File: config.mk
export PLATFORM = sky130hd
export DESIGN_NAME = fetch_queue_flat
export DESIGN_NICKNAME = d
export VERILOG_FILES = /design/src/rtl/fetch_queue_pkg.sv /design/src/rtl/fetch_queue_if.sv /design/src/rtl/fetch_queue_fifo.sv /design/src/rtl/fetch_queue.sv /design/src/flat_wrapper.sv
export SDC_FILE = /design/constraint.sdc
export NUM_CORES = 1
export LEC_CHECK = 0
export ABC_CLOCK_PERIOD_IN_PS = 4300
export CORE_UTILIZATION = 25
export CTS_CLUSTER_DIAMETER = 80
export DETAILED_ROUTE_END_ITERATION = 7
export GPL_ROUTABILITY_DRIVEN = 0
export PLACE_DENSITY = 0.41
export SLEW_MARGIN = 20
export SYNTH_ARGS = -nofsm -noshare
export SYNTH_HDL_FRONTEND = slang
export SYNTH_SLANG_ARGS = --single-unit
File: constraint.sdc
create_clock -name clk -period 4.3 [get_ports clk]
set_input_delay 0.43 -clock clk [delete_from_list [all_inputs] [get_ports clk]]
set_output_delay 0.43 -clock clk [all_outputs]
set_load 0.01 [all_outputs]
File: src/rtl/fetch_queue_pkg.sv
// Shared definitions for the instruction-fetch front end: fetch granule,
// the default {pc, instr} queue entry and a parameter legality helper.
package fetch_pkg;

    localparam int unsigned INSTR_BYTES = 4;
    localparam int unsigned DEFAULT_XLEN = 32;

    typedef struct packed {
        logic [DEFAULT_XLEN-1:0] pc;
        logic [DEFAULT_XLEN-1:0] instr;
    } fetch_entry_t;

    // DEPTH must be a power of two of at least 2; memory latency at least 1.
    function automatic bit fetch_params_legal(input int unsigned depth,
                                              input int unsigned mem_lat);
        return (depth >= 2) && ((depth & (depth - 1)) == 0) && (mem_lat >= 1);
    endfunction

endpackage

File: src/rtl/fetch_queue_if.sv
// Fetch front-end bus: instruction memory read port plus the decode-side
// ready/valid handshake. master = fetch_queue, slave = memory/decode side.
interface fetch_queue_if
    import fetch_pkg::*;
#(
    parameter int unsigned XLEN = 32
);
    logic            mem_ren;
    logic [XLEN-1:0] mem_addr;
    logic [XLEN-1:0] mem_data;
    logic            out_valid;
    logic [XLEN-1:0] out_instr;
    logic [XLEN-1:0] out_pc;
    logic            out_ready;

    modport master (
        output mem_ren, mem_addr, out_valid, out_instr, out_pc,
        input  mem_data, out_ready
    );

    modport slave (
        input  mem_ren, mem_addr, out_valid, out_instr, out_pc,
        output mem_data, out_ready
    );
endinterface

File: src/rtl/fetch_queue_fifo.sv
// Synchronous DEPTH-entry FIFO of fetch entries. Pointers carry an extra
// wrap bit so full and empty are distinguishable; clear wins over push/pop.
module fetch_fifo
    import fetch_pkg::*;
#(
    parameter int unsigned DEPTH = 4,
    parameter type entry_t = fetch_entry_t
) (
    input  logic                   clk,
    input  logic                   rst,
    input  logic                   clear,
    input  logic                   push,
    input  entry_t                 push_data,
    input  logic                   pop,
    output entry_t                 head,
    output logic [$clog2(DEPTH):0] occupancy,
    output logic                   empty
);
    localparam int unsigned PTR_W = $clog2(DEPTH);
    localparam logic [PTR_W:0] PTR_ONE = {{PTR_W{1'b0}}, 1'b1};

    logic [PTR_W:0] wptr_q, wptr_d;
    logic [PTR_W:0] rptr_q, rptr_d;
    entry_t         mem_q [DEPTH];
    entry_t         mem_d [DEPTH];
    logic           full;
    logic           push_en;
    logic           pop_en;

    // Status flags, head read and pointer/storage next state
    always_comb begin
        empty     = (wptr_q == rptr_q);
        full      = (wptr_q[PTR_W] != rptr_q[PTR_W]) &&
                    (wptr_q[PTR_W-1:0] == rptr_q[PTR_W-1:0]);
        occupancy = wptr_q - rptr_q;
        head      = mem_q[rptr_q[PTR_W-1:0]];
        push_en   = push && (!full || pop);
        pop_en    = pop && (!empty || push);
        wptr_d    = wptr_q;
        rptr_d    = rptr_q;
        mem_d     = mem_q;
        if (clear) begin
            wptr_d = '0;
            rptr_d = '0;
        end else begin
            if (push_en) begin
                mem_d[wptr_q[PTR_W-1:0]] = push_data;
                wptr_d = wptr_q + PTR_ONE;
            end
            if (pop_en) begin
                rptr_d = rptr_q + PTR_ONE;
            end
        end
    end

    // Pointer and storage registers
    always_ff @(posedge clk) begin
        if (rst) begin
            wptr_q <= '0;
            rptr_q <= '0;
        end else begin
            wptr_q <= wptr_d;
            rptr_q <= rptr_d;
        end
        mem_q <= mem_d;
    end

endmodule

File: src/rtl/fetch_queue.sv
// Instruction-fetch front end: sequential address issue to a fixed-latency
// memory, in-flight tracking, and a credit-limited queue drained by decode.
// Optional macro FETCH_QUEUE_BYPASS_EN: an empty queue forwards the
// returning word to out_* combinationally in its return cycle.
module fetch_queue
    import fetch_pkg::*;
#(
    parameter int unsigned     XLEN     = 32,
    parameter int unsigned     DEPTH    = 4,
    parameter int unsigned     MEM_LAT  = 1,
    parameter logic [XLEN-1:0] RESET_PC = '0
) (
    input  logic            clk,
    input  logic            rst,
    input  logic            halt,
    input  logic            redirect,
    input  logic [XLEN-1:0] redirect_tgt,
    fetch_queue_if.master   bus
);
    localparam int unsigned PTR_W = $clog2(DEPTH);
    localparam int unsigned CNT_W = $clog2(DEPTH + MEM_LAT + 2) + 1;

    typedef struct packed {
        logic [XLEN-1:0] pc;
        logic [XLEN-1:0] instr;
    } entry_t;

    if (!fetch_params_legal(DEPTH, MEM_LAT)) begin : g_bad_cfg
        $error("fetch_queue: DEPTH must be a power of two >= 2 and MEM_LAT >= 1");
    end

    logic [XLEN-1:0]    fetch_pc_q, fetch_pc_d;
    logic [MEM_LAT-1:0] trk_valid_q, trk_valid_d;
    logic [XLEN-1:0]    trk_pc_q [MEM_LAT];
    logic [XLEN-1:0]    trk_pc_d [MEM_LAT];

    logic               tail_valid;
    entry_t             ret_entry;
    entry_t             fifo_head;
    logic [PTR_W:0]     fifo_occ;
    logic               fifo_empty;
    logic               fifo_push;
    logic               fifo_pop;
    logic               fifo_clear;
    logic               deq;
    logic [CNT_W-1:0]   inflight;
    logic [CNT_W-1:0]   used;
    logic               credit_ok;

    // Head selection, decode handshake and queue push/pop control
    always_comb begin
        tail_valid    = trk_valid_q[MEM_LAT-1];
        ret_entry     = '{pc: trk_pc_q[MEM_LAT-1], instr: bus.mem_data};
        bus.out_valid = 1'b0;
        bus.out_pc    = '0;
        bus.out_instr = '0;
        if (!fifo_empty) begin
            bus.out_valid = 1'b1;
            bus.out_pc    = fifo_head.pc;
            bus.out_instr = fifo_head.instr;
        end
`ifdef FETCH_QUEUE_BYPASS_EN
        else if (tail_valid) begin
            bus.out_valid = 1'b1;
            bus.out_pc    = ret_entry.pc;
            bus.out_instr = ret_entry.instr;
        end
`endif
        if (rst || redirect) begin
            bus.out_valid = 1'b0;
            bus.out_pc    = '0;
            bus.out_instr = '0;
        end
        deq        = bus.out_valid && bus.out_ready;
        fifo_clear = rst || redirect;
        fifo_push  = tail_valid && !rst && !redirect;
`ifdef FETCH_QUEUE_BYPASS_EN
        // A bypassed word consumed this cycle never enters the queue.
        if (fifo_empty && deq) begin
            fifo_push = 1'b0;
        end
`endif
        fifo_pop   = deq && !fifo_empty;
    end

    // Credit check, address issue and in-flight tracker next state
    always_comb begin
        inflight = '0;
        for (int unsigned i = 0; i < MEM_LAT; i++) begin
            inflight = inflight + CNT_W'(trk_valid_q[i]);
        end
        used      = CNT_W'(fifo_occ) + inflight;
        credit_ok = used < (CNT_W'(DEPTH) + CNT_W'(deq));

        trk_valid_d    = '0;
        trk_pc_d       = trk_pc_q;
        for (int unsigned i = 1; i < MEM_LAT; i++) begin
            trk_valid_d[i] = trk_valid_q[i-1];
            trk_pc_d[i]    = trk_pc_q[i-1];
        end
        fetch_pc_d   = fetch_pc_q;
        bus.mem_ren  = 1'b0;
        bus.mem_addr = fetch_pc_q;

        if (rst) begin
            bus.mem_addr = RESET_PC;
        end else if (redirect) begin
            // Squash everything in flight; the target issues in the same cycle.
            trk_valid_d = '0;
            if (!halt) begin
                bus.mem_ren    = 1'b1;
                bus.mem_addr   = redirect_tgt;
                trk_valid_d[0] = 1'b1;
                trk_pc_d[0]    = redirect_tgt;
                fetch_pc_d     = redirect_tgt + XLEN'(INSTR_BYTES);
            end else begin
                fetch_pc_d = redirect_tgt;
            end
        end else if (!halt && credit_ok) begin
            bus.mem_ren    = 1'b1;
            trk_valid_d[0] = 1'b1;
            trk_pc_d[0]    = fetch_pc_q;
            fetch_pc_d     = fetch_pc_q + XLEN'(INSTR_BYTES);
        end
    end

    // Fetch PC and tracker registers
    always_ff @(posedge clk) begin
        if (rst) begin
            fetch_pc_q  <= RESET_PC;
            trk_valid_q <= '0;
        end else begin
            fetch_pc_q  <= fetch_pc_d;
            trk_valid_q <= trk_valid_d;
        end
        trk_pc_q <= trk_pc_d;
    end

    fetch_fifo #(
        .DEPTH   (DEPTH),
        .entry_t (entry_t)
    ) u_fifo (
        .clk       (clk),
        .rst       (rst),
        .clear     (fifo_clear),
        .push      (fifo_push),
        .push_data (ret_entry),
        .pop       (fifo_pop),
        .head      (fifo_head),
        .occupancy (fifo_occ),
        .empty     (fifo_empty)
    );

endmodule
File: src/flat_wrapper.sv
// flat-port wrapper written by rule: the top's interface ports become plain ports
module fetch_queue_flat import fetch_pkg::*;
#(
    parameter int unsigned     XLEN     = 32,
    parameter int unsigned     DEPTH    = 4,
    parameter int unsigned     MEM_LAT  = 1,
    parameter logic [XLEN-1:0] RESET_PC = '0
)
  (clk, rst, halt, redirect, redirect_tgt, bus_mem_ren, bus_mem_addr, bus_out_valid, bus_out_instr, bus_out_pc, bus_mem_data, bus_out_ready);
  fetch_queue_if #(.XLEN(XLEN)) bus_i ();
  input  logic clk;
  input  logic rst;
  input  logic halt;
  input  logic redirect;
  input  logic [XLEN-1:0] redirect_tgt;
  output wire logic [$bits(bus_i.mem_ren)-1:0] bus_mem_ren;
  output wire logic [$bits(bus_i.mem_addr)-1:0] bus_mem_addr;
  output wire logic [$bits(bus_i.out_valid)-1:0] bus_out_valid;
  output wire logic [$bits(bus_i.out_instr)-1:0] bus_out_instr;
  output wire logic [$bits(bus_i.out_pc)-1:0] bus_out_pc;
  input wire logic [$bits(bus_i.mem_data)-1:0] bus_mem_data;
  input wire logic [$bits(bus_i.out_ready)-1:0] bus_out_ready;
  assign bus_mem_ren = bus_i.mem_ren;
  assign bus_mem_addr = bus_i.mem_addr;
  assign bus_out_valid = bus_i.out_valid;
  assign bus_out_instr = bus_i.out_instr;
  assign bus_out_pc = bus_i.out_pc;
  assign bus_i.mem_data = bus_mem_data;
  assign bus_i.out_ready = bus_out_ready;
  fetch_queue #(.XLEN(XLEN), .DEPTH(DEPTH), .MEM_LAT(MEM_LAT), .RESET_PC(RESET_PC)) u_core (.clk(clk), .rst(rst), .halt(halt), .redirect(redirect), .redirect_tgt(redirect_tgt), .bus(bus_i));
endmodule
==> results.sh, run 1 <==
export IMPL_grt_max_degree=56
export IMPL_hp_class="input pin to flop"
export IMPL_yosysSeqAreaShare_pct=65.0
export IMPL_area_growth_pct=27.6
export IMPL_hold_viol=0
export IMPL_finalSetupTns_ps=0
export IMPL_hold_path_depth=2
export IMPL_hold_path_startpoint="rst"
export IMPL_post_drt_wl_per_cell_um=21.1
export IMPL_clock_root_buffer="clkbuf_16"
export IMPL_start_util_pct=25.5
export IMPL_cts_htree_levels=2
export IMPL_rsz0062_at_grt="false"
export IMPL_path_class="flop to output pin"
export IMPL_cp_end_kind="output pin"
export IMPL_grt_pass1_vias=9211
export IMPL_fmax_mhz=253
export IMPL_leakage_nw=5.87
export IMPL_io_buffers=166
export IMPL_synthArstFlopShare_pct=0
export IMPL_grt_pass1_wl_mm=60.5
export IMPL_finalSetupViolCount=0
export IMPL_start_kind="flop"
export IMPL_ios=167
export IMPL_syn_inst=954
export IMPL_grt_remaining_overflow=0
export IMPL_r2r_start="u_core.u_fifo.wptr_q[0]$_SDFFE_PP0N_"
export IMPL_cts_hold_fix_buffers=0
export IMPL_synthFlopType="edfxtp_1"
export IMPL_via_per_inst=4.52
export IMPL_final_period_utilization_pct=92.1
export IMPL_synth_top_area_share_pct=59.6
export IMPL_rrSetupSlack_ps=1000
export IMPL_synthesis_area_um2=14500
export IMPL_stdcell_area_um2=18500
export IMPL_maxCapViolations=0
export IMPL_r2r_end="u_core.fetch_pc_q[26]$_SDFFE_PP0N_"
export IMPL_vias=8672
export IMPL_numCtsBuffers=40
export IMPL_vdd_drop_max_uv=215
export IMPL_drtIter0Drc=410
export IMPL_synth_edf_count=288
export IMPL_fin_nets=1214
export IMPL_path_max_fanout=38
export IMPL_tightest_slew_ps=1000
export IMPL_hpwl_mm=25.5
export IMPL_multi_input_area_um2=4830
export IMPL_ctsLongestPathBuffers=3
export IMPL_slew_headroom_pct=32.6
export IMPL_yosys_top_cells_area="edfxtp_1 60%, mux4_2 9.9%, dfxtp_1 5.4%"
export IMPL_drive_gt1_share_pct=19.0
export IMPL_p_total_mw=7.43
export IMPL_fin_crit_ps=3960
export IMPL_antenna_diode_count=0
export IMPL_clk_latency_ps=560
export IMPL_synth_nets=1035
export IMPL_placed_area_um2=17100
export IMPL_drt_pass1_iterations=5
export IMPL_clkTransAtPathRegs_ps=60
export IMPL_antenna_left=0
export IMPL_grt_usage_pct=13.8
export IMPL_critPathArrivalTime_ps=3530
export IMPL_antenna_found_initial=1
export IMPL_die_h_um=243
export IMPL_clkSinkCount=327
export IMPL_synth_top_cell_by_area="edfxtp_1"
export IMPL_min_to="u_core.fetch_pc_q[0]$_SDFFE_PP0P_"
export IMPL_fin_hold_ws_ps=277
export IMPL_die_area_um2=59000
export IMPL_drc_errors=0
export IMPL_drt_total_wl_mm=40.6
export IMPL_worstRegToRegCells=11
export IMPL_clock_skew_ps=25.3
export IMPL_maxSlewViolCount=0
export IMPL_fillers=5658
export IMPL_core_area_um2=56800
export IMPL_ys_seq_elements=327
export IMPL_postLayoutCoreUtil_pct=32.6
export IMPL_ys_warn_count=0
export IMPL_cts_tree="done"
export IMPL_powerDensity_nw_per_um2=402
export IMPL_die_w_um=243
export IMPL_outcome="finished clean"
export IMPL_regArea_um2=9440
export IMPL_rows=87
export IMPL_synth_distinct_cells=67
export IMPL_avgSynthCellArea_um2=15.2
export IMPL_required_ps=3870
synthesized netlist by cell type (3+ instances only):
cell      number
edfxtp_1     288
nand2_1       89
and2_1        68
mux4_2        64
a21oi_1       48
clkbuf_1      41
dfxtp_1       39
xnor2_1       33
mux2_2        29
nor2_1        28
nand3_1       22
xor2_1        22
a211oi_1      14
a21o_1        13
nor3_1        13
inv_1         12
nand4_1       12
ha_1          11
o21ai_0        8
and4_1         7
buf_1          7
buf_2          7
a21oi_2        4
nor2b_1        4
or3_1          4
and3_1         3
nor3_2         3
nor4_1         3
nor4_2         3
nor4b_2        3
o211ai_1       3
layout by cell type, fill, tap and decap left out, types with 14 or more instances in the layout:
cell type | Yosys | routed
xnor2_1 | 33 | 33
nor2_1 | 28 | 26
buf_4 | 1 | 27
nand3_1 | 22 | 22
and2_1 | 68 | 64
nand2_1 | 89 | 89
a211oi_1 | 14 | 14
clkbuf_16 | 0 | 42
mux2_2 | 29 | 29
edfxtp_1 | 288 | 288
mux4_2 | 64 | 64
dfxtp_1 | 39 | 37
clkdlybuf4s50_1 | 0 | 163
a21oi_1 | 48 | 48
xor2_1 | 22 | 22
worst max path at each step:
stage | cells after the start | end | slack (ps) | start
finish | 5 | bus_out_pc[31] | 340 | u_core.u_fifo.rptr_q[0]$_SDFFE_PP0P_
floorplan | 10 | u_core.trk_pc_q[0]$_DFFE_PP_ | 360 | u_core.u_fifo.wptr_q[0]$_SDFFE_PP0N_
global placement | 11 | bus_mem_ren | 700 | u_core.u_fifo.wptr_q[0]$_SDFFE_PP0N_
global route | 5 | bus_out_pc[31] | 30 | u_core.u_fifo.rptr_q[0]$_SDFFE_PP0P_
detailed placement | 11 | bus_mem_ren | 680 | u_core.u_fifo.wptr_q[0]$_SDFFE_PP0N_
CTS | 11 | bus_mem_ren | 60 | u_core.u_fifo.wptr_q[0]$_SDFFE_PP0N_
timing repair:
action	in CTS	in global routing
setup endpoints to repair	0	1
setup buffers	0	2
resized for setup	0	2
logic make-up after synthesis:
group,Yosys count,synth area share [%]
adder cells (fa/ha/maj),12,1.09
XOR/XNOR,57,3.60
flip-flops,327,65.0
AO/OA/AOI/OAI,111,5.02
AND/OR/NAND/NOR,281,10.9
buffers and inverters,71,2.03
multiplexers,95,12.3
area by class of cell:
class,instances,share of cell area [%]
multi-input combinational,556,26.1
sequential,327,51.0
clock buffer,53,5.96
timing repair buffer,195,10.3
inverter,13,0.264
clock inverter,20,1.33
tap,756,5.11
stage by stage:
step	setup slack (ps)	std cells
2_1_floorplan	362	954
3_3_place_gp	699	1845
3_5_place_dp	683	1845
4_1_cts	57.8	1918
5_1_grt	30.4	1920
6_report	340	1920
flip-flops by register name (all words and copies together) (netlist names):
name / cells
u_core.u_fifo.mem_q: 256
u_core.fetch_pc_q: 32
u_core.trk_pc_q: 32
u_core.u_fifo.rptr_q: 3
u_core.u_fifo.wptr_q: 3
u_core.tail_valid: 1
critical path, stage by stage, from the launching register on:
cell and delay (ps):
dfxtp_4 340, buf_4 560, buf_4 760, mux4_2 590, and2_1 180, clkdlybuf4s50_1 480
power by group:
part | switching [mW] | internal (mW) | leakage, nW
combinational | 0.217 | 0.190 | 2.27
sequential | 0.0602 | 3.52 | 2.94
clock | 1.33 | 2.11 | 0.647
routing by layer:
layer	vias up	wire, µm	global-route usage, %
li1	4010	-	-
met1	4387	18400	18.1
met2	216	19600	23.1
met3	57	1710	2.47
met4	2	867	4.07
met5	-	14	0
No activity file was read; power rests on OpenSTA's default activity.
==> run 2: changes to the inputs <==
Settings changed: SLEW_MARGIN 20 to default.
==> results of run 2 <==
No change in the layout: final DEF, timing and power equal those of run 1.
